===== src/rtl/sm4_pkg.sv =====
// Shared SM4 constants and helpers: FK system parameters, CK generation, the key-schedule
// linear transform L' and the byte S-box table used by both key expansion and the crypt datapath.
package sm4_pkg;

    typedef enum logic [2:0] {
        ST_IDLE,
        ST_XOR,
        ST_SBOX,
        ST_MIX,
        ST_DONE
    } sm4_kexp_state_e;

    localparam logic [31:0] FK [4] = '{32'hA3B1BAC6, 32'h56AA3350, 32'h677D9197, 32'hB27022DC};

    // Entry 0 is the leftmost byte, so the table reads row by row like the published S-box.
    localparam logic [0:255][7:0] SBOX_TABLE = {
        128'hd690e9fecce13db716b614c228fb2c05,
        128'h2b679a762abe04c3aa44132649860699,
        128'h9c4250f491ef987a33540b43edcfac62,
        128'he4b31ca9c908e89580df94fa758f3fa6,
        128'h4707a7fcf37317ba83593c19e6854fa8,
        128'h686b81b27164da8bf8eb0f4b70569d35,
        128'h1e240e5e6358d1a225227c3b01217887,
        128'hd40046579fd327524c3602e7a0c4c89e,
        128'heabf8ad240c738b5a3f7f2cef96115a1,
        128'he0ae5da49b341a55ad933230f58cb1e3,
        128'h1df6e22e8266ca60c02923ab0d534e6f,
        128'hd5db3745defd8e2f03ff6a726d6c5b51,
        128'h8d1baf92bbddbc7f11d95c411f105ad8,
        128'h0ac13188a5cd7bbd2d74d012b8e5b4b0,
        128'h8969974a0c96777e65b9f109c56ec684,
        128'h18f07dec3adc4d2079ee5f3ed7cb3948
    };

    // CK[i] byte j is ((4i+j)*7) mod 256, byte 0 in the most significant position.
    function automatic logic [31:0] sm4Ck(input logic [4:0] idx);
        logic [7:0]  base;
        logic [7:0]  term;
        logic [31:0] ck;
        base = {1'b0, idx, 2'b00};
        ck   = '0;
        for (int j = 0; j < 4; j++) begin
            term              = base + 8'(j);
            ck[31-8*j -: 8]   = term * 8'd7;
        end
        return ck;
    endfunction

    function automatic logic [31:0] sm4LKey(input logic [31:0] b);
        return b ^ {b[18:0], b[31:19]} ^ {b[8:0], b[31:9]};
    endfunction

endpackage


===== src/rtl/sm4_key_expand_if.sv =====
// Key-load handshake and round-key read port between the key schedule and its users.
interface sm4_key_expand_if;
    logic [127:0] i_key;
    logic         i_key_valid;
    logic         o_key_ready;
    logic         o_busy;
    logic         o_done;
    logic         o_keys_valid;
    logic [4:0]   i_rk_idx;
    logic         i_decrypt;
    logic [31:0]  o_rk;

    modport master (
        output i_key, i_key_valid, i_rk_idx, i_decrypt,
        input  o_key_ready, o_busy, o_done, o_keys_valid, o_rk
    );

    modport slave (
        input  i_key, i_key_valid, i_rk_idx, i_decrypt,
        output o_key_ready, o_busy, o_done, o_keys_valid, o_rk
    );
endinterface


===== src/rtl/S_Box.sv =====
// SM4 byte substitution with one registered cycle of latency and a travelling valid flag.
module S_Box
    import sm4_pkg::*;
(
    input  logic       clk_i,
    input  logic       rst_i,
    input  logic       valid_i,
    input  logic [7:0] data_i,
    output logic       valid_o,
    output logic [7:0] data_o
);

    logic       valid_q;
    logic [7:0] data_q;

    always_ff @(posedge clk_i) begin
        if (rst_i) begin
            valid_q <= 1'b0;
            data_q  <= '0;
        end else begin
            valid_q <= valid_i;
            data_q  <= SBOX_TABLE[data_i];
        end
    end

    assign valid_o = valid_q;
    assign data_o  = data_q;

endmodule


===== src/rtl/sm4_key_expand.sv =====
// SM4 key schedule: expands a 128-bit master key into 32 round keys, one round per
// XOR/SBOX/MIX pass, and serves them from a 32-entry store with a registered read port.
module sm4_key_expand
    import sm4_pkg::*;
(
    input  logic            i_clk,
    input  logic            i_rst,
    sm4_key_expand_if.slave bus
);

    sm4_kexp_state_e state_q;
    logic [4:0]      ctr_q;
    logic [31:0]     k_q [4];
    logic [31:0]     a_q;
    logic            sboxVld_q;
    logic            ready_q;
    logic            busy_q;
    logic            done_q;
    logic            keysValid_q;
    logic [31:0]     rk_q;
    logic [31:0]     store_q [32];

    logic [3:0]      sbVld;
    logic [31:0]     bWord;
    logic [31:0]     mixRk_d;
    logic            mixGo;
    logic [4:0]      rdIdx;

    for (genvar g = 0; g < 4; g++) begin : g_sbox
        S_Box u_sbox (
            .clk_i   (i_clk),
            .rst_i   (i_rst),
            .valid_i (sboxVld_q),
            .data_i  (a_q[31-8*g -: 8]),
            .valid_o (sbVld[g]),
            .data_o  (bWord[31-8*g -: 8])
        );
    end

    assign mixRk_d = k_q[0] ^ sm4LKey(bWord);
    assign mixGo   = (state_q == ST_MIX) && (&sbVld);

    // Status outputs are registered alongside the state so they change on the same edge.
    always_ff @(posedge i_clk) begin
        if (i_rst) begin
            state_q     <= ST_IDLE;
            ctr_q       <= '0;
            k_q         <= '{default: '0};
            a_q         <= '0;
            sboxVld_q   <= 1'b0;
            ready_q     <= 1'b1;
            busy_q      <= 1'b0;
            done_q      <= 1'b0;
            keysValid_q <= 1'b0;
        end else begin
            sboxVld_q <= 1'b0;
            done_q    <= 1'b0;
            case (state_q)
                ST_IDLE: begin
                    if (bus.i_key_valid) begin
                        for (int i = 0; i < 4; i++) begin
                            k_q[i] <= bus.i_key[127-32*i -: 32] ^ FK[i];
                        end
                        ctr_q       <= '0;
                        keysValid_q <= 1'b0;
                        ready_q     <= 1'b0;
                        busy_q      <= 1'b1;
                        state_q     <= ST_XOR;
                    end
                end
                ST_XOR: begin
                    a_q       <= k_q[1] ^ k_q[2] ^ k_q[3] ^ sm4Ck(ctr_q);
                    sboxVld_q <= 1'b1;
                    state_q   <= ST_SBOX;
                end
                ST_SBOX: begin
                    state_q <= ST_MIX;
                end
                ST_MIX: begin
                    if (mixGo) begin
                        k_q <= '{k_q[1], k_q[2], k_q[3], mixRk_d};
                        if (ctr_q == 5'd31) begin
                            busy_q      <= 1'b0;
                            done_q      <= 1'b1;
                            keysValid_q <= 1'b1;
                            state_q     <= ST_DONE;
                        end else begin
                            ctr_q   <= ctr_q + 5'd1;
                            state_q <= ST_XOR;
                        end
                    end
                end
                ST_DONE: begin
                    ready_q <= 1'b1;
                    state_q <= ST_IDLE;
                end
                default: begin
                    ready_q <= 1'b1;
                    busy_q  <= 1'b0;
                    state_q <= ST_IDLE;
                end
            endcase
        end
    end

    // The store is deliberately left out of reset; o_keys_valid is what marks it trustworthy.
    always_ff @(posedge i_clk) begin
        if (mixGo) begin
            store_q[ctr_q] <= mixRk_d;
        end
    end

    assign rdIdx = bus.i_rk_idx ^ {5{bus.i_decrypt}};

    always_ff @(posedge i_clk) begin
        if (i_rst) begin
            rk_q <= '0;
        end else begin
            rk_q <= store_q[rdIdx];
        end
    end

    assign bus.o_key_ready  = ready_q;
    assign bus.o_busy       = busy_q;
    assign bus.o_done       = done_q;
    assign bus.o_keys_valid = keysValid_q;
    assign bus.o_rk         = rk_q;

endmodule


===== src/flat_wrapper.sv =====
// flat-port wrapper written by rule: the top's interface ports become plain ports
module sm4_key_expand_flat import sm4_pkg::*;
  (i_clk, i_rst, bus_i_key, bus_i_key_valid, bus_i_rk_idx, bus_i_decrypt, bus_o_key_ready, bus_o_busy, bus_o_done, bus_o_keys_valid, bus_o_rk);
  sm4_key_expand_if bus_i ();
  input  logic i_clk;
  input  logic i_rst;
  input wire logic [$bits(bus_i.i_key)-1:0] bus_i_key;
  input wire logic [$bits(bus_i.i_key_valid)-1:0] bus_i_key_valid;
  input wire logic [$bits(bus_i.i_rk_idx)-1:0] bus_i_rk_idx;
  input wire logic [$bits(bus_i.i_decrypt)-1:0] bus_i_decrypt;
  output wire logic [$bits(bus_i.o_key_ready)-1:0] bus_o_key_ready;
  output wire logic [$bits(bus_i.o_busy)-1:0] bus_o_busy;
  output wire logic [$bits(bus_i.o_done)-1:0] bus_o_done;
  output wire logic [$bits(bus_i.o_keys_valid)-1:0] bus_o_keys_valid;
  output wire logic [$bits(bus_i.o_rk)-1:0] bus_o_rk;
  assign bus_i.i_key = bus_i_key;
  assign bus_i.i_key_valid = bus_i_key_valid;
  assign bus_i.i_rk_idx = bus_i_rk_idx;
  assign bus_i.i_decrypt = bus_i_decrypt;
  assign bus_o_key_ready = bus_i.o_key_ready;
  assign bus_o_busy = bus_i.o_busy;
  assign bus_o_done = bus_i.o_done;
  assign bus_o_keys_valid = bus_i.o_keys_valid;
  assign bus_o_rk = bus_i.o_rk;
  sm4_key_expand u_core (.i_clk(i_clk), .i_rst(i_rst), .bus(bus_i));
endmodule

===== config.mk =====
export PLATFORM = sky130hd
export DESIGN_NAME = sm4_key_expand_flat
export DESIGN_NICKNAME = d
export VERILOG_FILES = /design/src/rtl/sm4_pkg.sv /design/src/rtl/sm4_key_expand_if.sv /design/src/rtl/S_Box.sv /design/src/rtl/sm4_key_expand.sv /design/src/flat_wrapper.sv
export SDC_FILE = /design/constraint.sdc
export NUM_CORES = 2
export LEC_CHECK = 0
export CAP_MARGIN = 20
export CORE_ASPECT_RATIO = 1.1
export CORE_MARGIN = 2
export CORE_UTILIZATION = 50
export DETAILED_ROUTE_END_ITERATION = 10
export GPL_TIMING_DRIVEN = 0
export PLACE_DENSITY = 0.74
export SYNTH_ARGS = -nofsm -noshare
export SYNTH_HDL_FRONTEND = slang
export SYNTH_SLANG_ARGS = --single-unit
export TNS_END_PERCENT = 100

===== constraint.sdc =====
create_clock -name i_clk -period 6.31 [get_ports i_clk]
set_input_delay 1.262 -clock i_clk [delete_from_list [all_inputs] [get_ports i_clk]]
set_output_delay 1.262 -clock i_clk [all_outputs]
set_load 0.01 [all_outputs]

# == Word level (Yosys, flattened, before mapping) ==
# Memory sizes are Yosys's and may differ from the RTL's. A register that Yosys moved wholly into a read port is not among the register bits.
# Cells that the tools add are included.
# op_classes
add_sub_neg,4
n_mul,4
n_div,0
n_lt_le_gt_ge,0
eq_ne,9
shifts,0
n_mux,24
bitwise,19
reduce_logical,12
# op_table
operator,n
$mux 128,2
$pmux 128 s2,1
$xor 32x32->32,6
$not 8->9,4
$not 14->14,2
$mul 8x3->8 const B,3
$not 19->19,1
$not 17->17,1
$add 7x2->8 const B,2
$mux 5,3
$pmux 3 s4,1
$reduce_and 4->1,3
$mux 1,10
$pmux 5 s2,1
$mux 3,3
$reduce_or 3->1,3
$add 7x1->8 const B,1
$eq 3x2->1 const B,2
$mul 5x3->6 const B,1
$ne 2x2->1 const B,3
$add 5x1->5 const B,1
$eq 5x5->1 const B,1
$xor 5x5->5,1
$not 1->1,4
other kinds (10),12
# totals
reg_bits,174
latchBits,0
ram_bits,1024
rom_bits,8192
in_bits,137
out_inout_bits,36
word_cells,90
memories,5
# mem_list
name,depth,word_bits,rd,rd_clocked_by_memory_dff,write_ports,line_no,source
(no name shown),256,8,1,1,0,S_Box.sv:22,data_q <= SBOX_TABLE[data_i];
(no name shown),256,8,1,1,0,S_Box.sv:22,
(no name shown),256,8,1,1,0,S_Box.sv:22,
(no name shown),256,8,1,1,0,S_Box.sv:22,
u_core.store_q,32,32,1,1,1,sm4_key_expand.sv:21,logic [31:0] store_q [32];

# == Depth between registers and ports, before layout ==
# logic_depth
ltp_word,5
ltp_mapped,11
mapped_depth_nobuf,9

# == By module ==
# Synthesis repeated with hierarchy kept, for this count alone.
# hier_totals
hier_cells,5565
area_unflattened_um2,70794.1
# by_module_without_submodules
module,n_inst,cells_each,area_each_um2,seq_area_each_um2
sm4_key_expand,1,3396,56659.3,34853.4
S_Box (u_core.g_sbox[1].u_sbox),1,549,3598.5,180.2
S_Box (u_core.g_sbox[3].u_sbox),1,542,3530.9,180.2
S_Box (u_core.g_sbox[2].u_sbox),1,544,3515.9,180.2
S_Box (u_core.g_sbox[0].u_sbox),1,534,3489.6,180.2

# == Worst setup path after synthesis ==
# Ideal clock, no wire load.
# synth_path
kind,flip-flop to flip-flop
start,register u_core.state_q[1]
end,"memory u_core.store_q[12][0], enable pin"
setup_ns,0.421
arrival_ns,2.746
required_time_ns,5.889
path_slack_ns,3.143
path_stages_with_launch,7
path_buffers,3
synth_period_minus_slack_ns,3.167
cell_sequence,dfxtp_1 > buf_2 > and3b_1 > buf_2 > buf_1 > nand3_1 > nor2_1
# synth_between
elab_chain_cells,4
# synth_rtl
item,line_no,source
"start, declared",sm4_key_expand.sv:11,sm4_kexp_state_e state_q;
"start signal, assigned",sm4_key_expand.sv:46,state_q <= ST_IDLE;
"start signal, assigned",sm4_key_expand.sv:68,state_q <= ST_XOR;
"start signal, assigned",sm4_key_expand.sv:74,state_q <= ST_SBOX;
$eq 3x2->1,sm4_key_expand.sv:41,assign mixGo = (state_q == ST_MIX) && (&sbVld);
$logic_and 1x1->1,sm4_key_expand.sv:41,
$mux 1,sm4_key_expand.sv:108,if (mixGo) begin
$mux 1 (implied by the code),sm4_key_expand.sv:109,store_q[ctr_q] <= mixRk_d;
"end, declared",sm4_key_expand.sv:21,
# No other way between the ends.

# == Worst setup path after layout ==
# layout_path
start,register u_core.a_q[17]
end,register u_core.g_sbox[1].u_sbox.data_q[5]
# layout_between
elab_chain_cells,1
# layout_rtl
item,line_no,source
"start, declared",sm4_key_expand.sv:14,logic [31:0] a_q;
"start signal, assigned",sm4_key_expand.sv:72,a_q <= k_q[1] ^ k_q[2] ^ k_q[3] ^ sm4Ck(ctr_q);
$not 8->9 (implied by the code),S_Box.sv:22,
"end, declared",S_Box.sv:14,logic [7:0] data_q;
# No other way between the ends.
# A chain may end at the register's enable or synchronous reset.

==> reports/qor.txt <==
Largest net degree at the start of global routing: 25
Ys flop type: edfxtp_1
Slew Limit Fails: 0
Hold WS: 0.462 ns
Area growth syn-to-layout: 15.6%
Routing usage on met2: 65.8%
Row Count: 136
Syn Inst Count: 4937
Synth top area share: 48.9%
Synth area leaders: edfxtp_1 49%, mux4_2 11%, dfxtp_1 7.6%
Total power: 27.1 mW
Max Freq: 0.192 GHz
Startpoint Class: register
Crit path capture type: register
GRT Overall Usage: 43.0%
Clock slew at reported path FFs: 0.06 ns
Global-route wire length before repair: 389000 um
Power Density: 373 nW/um2
Vias per cell: 7.28
CP peak stage delay: 0.80 ns
Setup TNS: 0 ns
Clock Path Buffers: 3
Post-Syn Area: 62900 um2
CP Cell Sequence: clkbuf_1 > inv_1 > ha_1 > buf_2 > nor2b_1 > o21ai_0 > a31oi_1 > a221oi_1 > a311oi_1 > a211oi_1
Post-CTS Setup Bufs: 0
Max Cap Viol: 0
CP bufs+invs: 3
Hold WC Path Type: reg -> reg
Num CTS Buffers: 120
Yosys top cell by area: edfxtp_1
Setup WS post-layout: 1.09 ns
Status: finished clean
Syn Nets: 5151
H-Tree Depth: 3
Ys async rst share: 0%
Worst Max-Slew Pin Slew: 1.28 ns
Delay-heaviest family, CP: buffers and inverters
Final ANT Viol Nets: 0
Routed len/inst: 39.8 um
Grt met3 use: 10.3%
Routability cong.: 1.07
Hold-fix buffers, CTS: 0
Most common cell after layout, fill and taps aside: edfxtp_1
Total die area: 129000 um2
Register bit total from synthesis: 1262
CTS tree: done
Ys Warns: 0
Syn avg cell area: 12.7 um2
Gr ovfl total: 0
Critical path class: reg -> reg
Met1 Usage GRT: 55.6%
RSZ-0062 raised after global routing: false
CTS Root Cell: clkbuf_16
Post-layout minimum cycle time: 5.22 ns
Final Skew: 0.0891 ns
Pre-antenna DRT Iters: 9
Total routed wirelength: 282000 um
Post-CTS Resized: 0
Number of port buffers: 172
Total number of vias: 51600
Total Nets Final: 5531
Die height: 376 um
Proportion of layout cells with a drive suffix above 1: 16.5%
Place WS: 1.27 ns
Leak: 24.5 nW
Initial antenna violation count: 9
Post-detail-place hpwl: 194000 um
Netlist cell types: 94
Clk Latency, worst-skew pair: 0.74 ns
DR iter-0 viols: 9612
Vias in the first global route: 50100
Die X-Extent: 342 um
I/O pin cnt: 173
Post-synth EDFFs: 1024
CP required: 6.84 ns
# setup viols final: 0
GRT Max-Usage Layer: met2
Most frequent cells in the layout: 1024 x edfxtp_1, 471 x nand2_1, 297 x mux4_2, 274 x a21oi_1, 238 x dfxtp_1
Critical Path Slowest Stage Cell: dfxtp_1
Register area share after synthesis: 56.4%
Fin. Hold Viols: 0
Crit share post-route: 82.7%
WP data arrival: 5.75 ns
DRC errors left: 0
CP max FO: 13
Worst slew margin relative to its limit: 14.2%
Number of clock sinks: 1262
Initial core utilization: 50.4%
Core Area: 125000 um2
Peak VDD IR: 333 uV
-- registers in the layout, indices dropped and copies added (netlist names) --
name	count
u_core.store_q	1024
u_core.k_q	128
u_core.a_q	32
u_core.bus.o_rk	32
u_core.g_sbox.u_sbox.data_o	32
u_core.ctr_q	5
u_core.state_q	3
u_core.bus.o_busy	1
u_core.bus.o_done	1
u_core.bus.o_key_ready	1
u_core.bus.o_keys_valid	1
u_core.g_sbox.u_sbox.valid_o	1
u_core.sboxVld_q	1
-- stage by stage --
step                instance area, um2  std cells  util (%)
floorplan                        62900       4937         -
global placement                 66700       6765      53.4
detailed placement               68600       6848      55.0
CTS                              72700       7077      58.2
global route                     72700       7081      58.2
finish                           72800       7086      58.3
-- final cells by class --
class / count / area (um2)
Fill cell: 9752 / 52100
Sequential cell: 1262 / 35500
Multi-Input combinational cell: 3171 / 25600
Clock buffer: 173 / 3420
Timing Repair Buffer: 258 / 3180
Tap cell: 1656 / 2070
Buffer: 442 / 2040
Clock inverter: 56 / 654
Inverter: 62 / 233
Antenna cell: 6 / 15.0
-- per-layer routing --
| metal | vias up | wire length [um] |
|---|---|---|
| met5 | - | 37 |
| met4 | 6 | 22500 |
| met3 | 1106 | 35500 |
| met2 | 4997 | 125000 |
| met1 | 25600 | 98800 |
| li1 | 19900 | - |
-- Yosys cell counts, types with 108 or more instances --
library cell / count
nor2_1: 266
mux4_2: 297
o21ai_0: 207
o211ai_1: 108
buf_2: 193
a21oi_1: 274
nand2_1: 471
mux2i_1: 178
xnor2_1: 162
dfxtp_1: 238
clkbuf_1: 200
edfxtp_1: 1024
-- worst reg2reg max path, cell delays in order (launching register included) --
cell and delay (ns):
dfxtp_1 0.80, clkbuf_1 0.70, inv_1 0.55, ha_1 0.46, buf_2 0.33, nor2b_1 0.78
o21ai_0 0.16, a31oi_1 0.20, a221oi_1 0.11, a311oi_1 0.80, a211oi_1 0.15
-- where the power goes --
group	internal (mW)	leakage, nW	switching (mW)
Sequential	10.9	11.2	0.302
Combinational	2.52	11.3	5.93
Clock	4.20	1.98	3.27
-- worst paths after layout --
path | end | slack (ns) | from | cells past startpoint
max | u_core.g_sbox[1].u_sbox.data_o[5]$_SDFF_PP0_ | 1.09 | u_core.a_q[17]$_SDFFE_PP0P_ | 10
max reg2reg | u_core.g_sbox[1].u_sbox.data_o[5]$_SDFF_PP0_ | 1.09 | u_core.a_q[17]$_SDFFE_PP0P_ | 10
min | u_core.g_sbox[0].u_sbox.valid_o$_SDFF_PP0_ | 0.46 | u_core.sboxVld_q$_SDFF_PP0_ | 1
min reg2reg | u_core.g_sbox[0].u_sbox.valid_o$_SDFF_PP0_ | 0.46 | u_core.sboxVld_q$_SDFF_PP0_ | 1
-- logic make-up (layout without fill, tap and decap cells) --
family,Yosys count,after routing,share of synthesized area [%]
other,0,6,0
AND/OR/NAND/NOR,1211,1211,8.89
adder cells (fa/ha/maj),77,77,1.63
buffers and inverters,504,991,3.61
AO/OA/AOI/OAI,1196,1196,13.0
XOR/XNOR,204,204,2.85
multiplexers,483,483,13.6
flip-flops,1262,1262,56.4
Power figures use the tool's default switching activity.
